===== src/rtl/fifo_burst_reader.sv =====
// Drains a FIFO into a byte transmitter in bursts of up to BURST_MAX bytes.
// Optional macro BURST_HEADER_EN prefixes each burst with HEADER_BYTE.
module fifo_burst_reader #(
  parameter int WIDTH          = 8,
  parameter int BURST_MAX      = 58,
  parameter int TIMEOUT_CYCLES = 1000
`ifdef BURST_HEADER_EN
  ,
  parameter logic [WIDTH-1:0] HEADER_BYTE = 8'hA5
`endif
) (
  input  logic             clk,
  input  logic             rst_n,
  input  logic             enable,
  input  logic             fifo_empty,
  input  logic             fifo_reach_limit,
  input  logic [WIDTH-1:0] fifo_data,
  output logic             fifo_read_ins,
  output logic [WIDTH-1:0] tx_data,
  output logic             tx_valid,
  input  logic             tx_ready,
  output logic             busy,
  output logic             burst_done
);

  typedef enum logic [2:0] {
    S_IDLE,
`ifdef BURST_HEADER_EN
    S_HEADER,
`endif
    S_READ,
    S_CAPTURE,
    S_SEND,
    S_DONE
  } state_t;

  localparam logic [15:0] IDLE_LAST  = 16'(TIMEOUT_CYCLES - 1);
  localparam logic [7:0]  BURST_LAST = 8'(BURST_MAX);

`ifdef BURST_HEADER_EN
  localparam state_t START_STATE = S_HEADER;
`else
  localparam state_t START_STATE = S_READ;
`endif

  state_t           state_reg, state_next;
  logic [15:0]      idle_cnt_reg, idle_cnt_next;
  logic [7:0]       byte_cnt_reg, byte_cnt_next;
  logic [WIDTH-1:0] tx_data_reg, tx_data_next;
  logic [7:0]       byte_cnt_inc;
  logic             start_burst;

  assign byte_cnt_inc = byte_cnt_reg + 8'd1;
  // Fill level and timeout may coincide; either one triggers the same single start.
  assign start_burst  = enable && !fifo_empty &&
                        (fifo_reach_limit || (idle_cnt_reg == IDLE_LAST));

  always_ff @(posedge clk) begin
    if (!rst_n) begin
      state_reg    <= S_IDLE;
      idle_cnt_reg <= '0;
      byte_cnt_reg <= '0;
      tx_data_reg  <= '0;
    end else begin
      state_reg    <= state_next;
      idle_cnt_reg <= idle_cnt_next;
      byte_cnt_reg <= byte_cnt_next;
      tx_data_reg  <= tx_data_next;
    end
  end

  always_comb begin
    state_next    = state_reg;
    idle_cnt_next = idle_cnt_reg;
    byte_cnt_next = byte_cnt_reg;
    tx_data_next  = tx_data_reg;
    fifo_read_ins = 1'b0;
    tx_valid      = 1'b0;
    tx_data       = tx_data_reg;
    burst_done    = 1'b0;

    case (state_reg)
      S_IDLE: begin
        if (fifo_empty) begin
          idle_cnt_next = '0;
        end else if (idle_cnt_reg != IDLE_LAST) begin
          idle_cnt_next = idle_cnt_reg + 16'd1;
        end
        if (start_burst) begin
          idle_cnt_next = '0;
          state_next    = START_STATE;
        end
      end
`ifdef BURST_HEADER_EN
      S_HEADER: begin
        tx_valid = 1'b1;
        tx_data  = HEADER_BYTE;
        if (tx_ready) begin
          state_next = S_READ;
        end
      end
`endif
      S_READ: begin
        fifo_read_ins = 1'b1;
        state_next    = S_CAPTURE;
      end
      S_CAPTURE: begin
        tx_data_next = fifo_data;
        state_next   = S_SEND;
      end
      S_SEND: begin
        tx_valid = 1'b1;
        if (tx_ready) begin
          byte_cnt_next = byte_cnt_inc;
          // A full burst or a drained FIFO both close the burst.
          if ((byte_cnt_inc == BURST_LAST) || fifo_empty) begin
            state_next = S_DONE;
          end else begin
            state_next = S_READ;
          end
        end
      end
      S_DONE: begin
        burst_done    = 1'b1;
        byte_cnt_next = '0;
        state_next    = S_IDLE;
      end
      default: begin
        state_next = S_IDLE;
      end
    endcase
  end

  assign busy = (state_reg != S_IDLE);

endmodule


===== config.mk =====
export PLATFORM = sky130hd
export DESIGN_NAME = fifo_burst_reader
export DESIGN_NICKNAME = d
export VERILOG_FILES = /design/src/rtl/fifo_burst_reader.sv
export SDC_FILE = /design/constraint.sdc
export NUM_CORES = 1
export LEC_CHECK = 0
export CORE_MARGIN = 1.5
export CORE_UTILIZATION = 50
export CTS_CLUSTER_DIAMETER = 100
export DETAILED_ROUTE_END_ITERATION = 8
export PLACE_DENSITY = 0.81
export SLEW_MARGIN = 20
export SYNTH_ARGS = -nofsm -noshare
export SYNTH_HDL_FRONTEND = slang
export SYNTH_SLANG_ARGS = --single-unit
export TNS_END_PERCENT = 20

===== constraint.sdc =====
create_clock -name clk -period 3.3 [get_ports clk]
set_input_delay 0.66 -clock clk [delete_from_list [all_inputs] [get_ports clk]]
set_output_delay 0.66 -clock clk [all_outputs]
set_load 0.03 [all_outputs]

==> flow_metrics.env <==
export IMPL_async_reset_ff_share_pct=0
export IMPL_drv_slew=0
export IMPL_worstPathRequired_ps=2640
export IMPL_hold_start="byte_cnt_reg[4]"
export IMPL_fin_nets=241
export IMPL_ys_seq_area_share_pct=39.3
export IMPL_via_per_inst=5.38
export IMPL_netlist_top_cells_count="35 x dfxtp_1, 27 x nor2_1, 12 x nor2b_1, 12 x xor2_1, 11 x nand2_1"
export IMPL_synth_most_common_cell="dfxtp_1"
export IMPL_routed_wl_mm=3.27
export IMPL_cts_hold_buffers=0
export IMPL_ys_ff_latch=35
export IMPL_netlist_area_um2=1780
export IMPL_drt_antenna_violating_nets=0
export IMPL_fin_crit_sh_pct=79.5
export IMPL_clock_skew_ps=8.82
export IMPL_place_congestion=0.854
export IMPL_dr_pass1_iters=4
export IMPL_p_leak_nw=0.773
export IMPL_cts_tree="built"
export IMPL_post_cts_buffers=0
export IMPL_arrival_ps=1960
export IMPL_via_count=1459
export IMPL_dieArea_um2=3930
export IMPL_dp_hpwl_mm=2.35
export IMPL_syn_instance_count=199
export IMPL_multi_input_area_um2=1010
export IMPL_setup_viol=0
export IMPL_critPathMaxFanout=10
export IMPL_antenna_found_initial=0
export IMPL_die_w_um=62.7
export IMPL_ys_types=45
export IMPL_max_slew_margin_pct=57.0
export IMPL_period_needed_ps=2620
export IMPL_cp_end_kind="output port"
export IMPL_min_path_cells=1
export IMPL_tns_ps=0
export IMPL_synth_top_area_share_pct=39.3
export IMPL_rr_worst_depth=6
export IMPL_cts_buffers=5
export IMPL_grt_pass1_wl_mm=6.03
export IMPL_critPathLaunchType="flip-flop"
export IMPL_irDropWorstVdd_mv=0.377
export IMPL_pin_count=26
export IMPL_grt_pass1_vias=1353
export IMPL_reg2reg_slack_ps=1420
export IMPL_grt_max_degree=19
export IMPL_numClockSinks=35
export IMPL_syn_nets=216
export IMPL_dieHeight_um=62.7
export IMPL_finalNonFillerCells=271
export IMPL_crit_type="flip-flop to output port"
export IMPL_wire_per_inst_um=12.1
export IMPL_placed_cells=263
export IMPL_r2r_end="idle_cnt_reg[3]"
export IMPL_rows=21
export IMPL_drv_cap=0
export IMPL_start_util_pct=52.6
export IMPL_synth_warnings=0
export IMPL_worstMarginPinSlew_ps=644
export IMPL_synth_edf_count=0
export IMPL_final_seq_area_um2=701
export IMPL_rsz0062_at_grt="no"
export IMPL_clk_pin_slew_worst_paths_ps=100
export IMPL_worstReg2RegStart="idle_cnt_reg[0]"
export IMPL_core_um2=3390
export IMPL_first_iter_violations=61
export IMPL_cts_resized_gates=0
export IMPL_synth_ff_type="dfxtp_1"
export IMPL_htree_levels=2
export IMPL_area_growth_syn_to_layout_pct=20.9
export IMPL_hold_violations=0
export IMPL_synth_area_leaders="dfxtp_1 39%, xor2_1 5.9%, nor2_1 5.7%"
export IMPL_largest_register_ffs=16
export IMPL_overflow=0
export IMPL_yosys_area_top_type="dfxtp_1"
export IMPL_drcViolationCount=0
export IMPL_clock_tree_root_cell="clkbuf_4"
export IMPL_hold_end="byte_cnt_reg[4]"
export IMPL_fillers=284
export IMPL_p_per_area_nw_per_um2=463
export IMPL_syn_area_per_cell_um2=8.95
export IMPL_status="completed"
export IMPL_min_path_type="flip-flop to flip-flop"
export IMPL_layout_drive_gt1_share_pct=8.00
export IMPL_diodes=0
export IMPL_clockBufferDepth=2
export IMPL_fmax_mhz=381
export IMPL_portBuffers=25
export IMPL_worstSkewPairLatency_ps=350
export IMPL_grt_usage_pct=19.3
## worst max path at each step
stage | startpoint | end | slack, ps
after floorplan | state_reg[0] | fifo_read_ins | 1530
after global placement | state_reg[0] | fifo_read_ins | 1050
after detailed placement | state_reg[0] | fifo_read_ins | 1050
after CTS | state_reg[0] | fifo_read_ins | 660
after global routing | state_reg[0] | fifo_read_ins | 540
final | state_reg[2] | busy | 680
## stage by stage
step	hold slack, ps	setup slack [ps]	area (um2)	util, %	power [mW]
3_3_place_gp	486	1050	2050	60.5	0.625
6_report	529	675	2150	63.5	0.997
5_1_grt	550	535	2150	63.5	1.04
2_1_floorplan	459	1530	1780	-	0.570
3_5_place_dp	499	1050	2050	60.5	0.627
4_1_cts	522	665	2150	63.5	1.01
## placed cells by master, fill, tap and decap left out, types with 2 or more instances in the layout
master	count
dfxtp_1	35
nor2_1	27
clkdlybuf4s50_1	25
nor2b_1	12
xor2_1	12
nand2_1	11
inv_1	8
nand3_1	8
o21ai_0	8
mux2i_1	8
xnor2_1	6
a21oi_1	5
clkbuf_4	5
and3_1	4
a31oi_1	4
nand4_1	4
a21boi_0	3
ha_1	3
and4_1	2
and2_1	2
o211ai_1	2
nand4b_1	2
nor3_1	2
or3_1	2
a211oi_1	2
bufinv_16	2
## layer usage
metal	routed length, um	vias up	track usage, %
li1	-	747	-
met1	1620	668	25.8
met2	1420	37	28.5
met3	160	7	5.59
met4	68	0	9.17
met5	0	-	0
## power by group
| part | total [mW] | internal [mW] | switching (mW) |
|---|---|---|---|
| logic | 0.159 | 0.0740 | 0.0849 |
| registers | 0.458 | 0.438 | 0.0193 |
| clock network | 0.381 | 0.236 | 0.144 |
| total | 0.997 | 0.749 | 0.249 |
## worst max-delay path: stages (launching register included)
cell	delay (ps)
dfxtp_1	610
nor3_2	120
inv_1	190
clkdlybuf4s50_1	710
## cell type report
cell class	instances	area share, %
multi-input combinational	148	46.7
clock inverter	2	2.79
sequential	35	32.5
clock buffer	6	1.92
tap	46	2.67
inverter	8	1.39
timing repair buffer	26	12.0
## logic make-up (layout without fill, tap and decap cells)
group           after synthesis  in the layout  share of synthesized area [%]
simple gates                 88             88                           29.2
flops                        35             35                           39.3
compound gates               31             31                           11.8
xor+xnor                     18             18                           8.85
buf+inv                      16             42                           4.21
mux                           8              8                           4.49
fa+ha+maj                     3              3                           2.11
No activity file was read; power rests on OpenSTA's default activity.
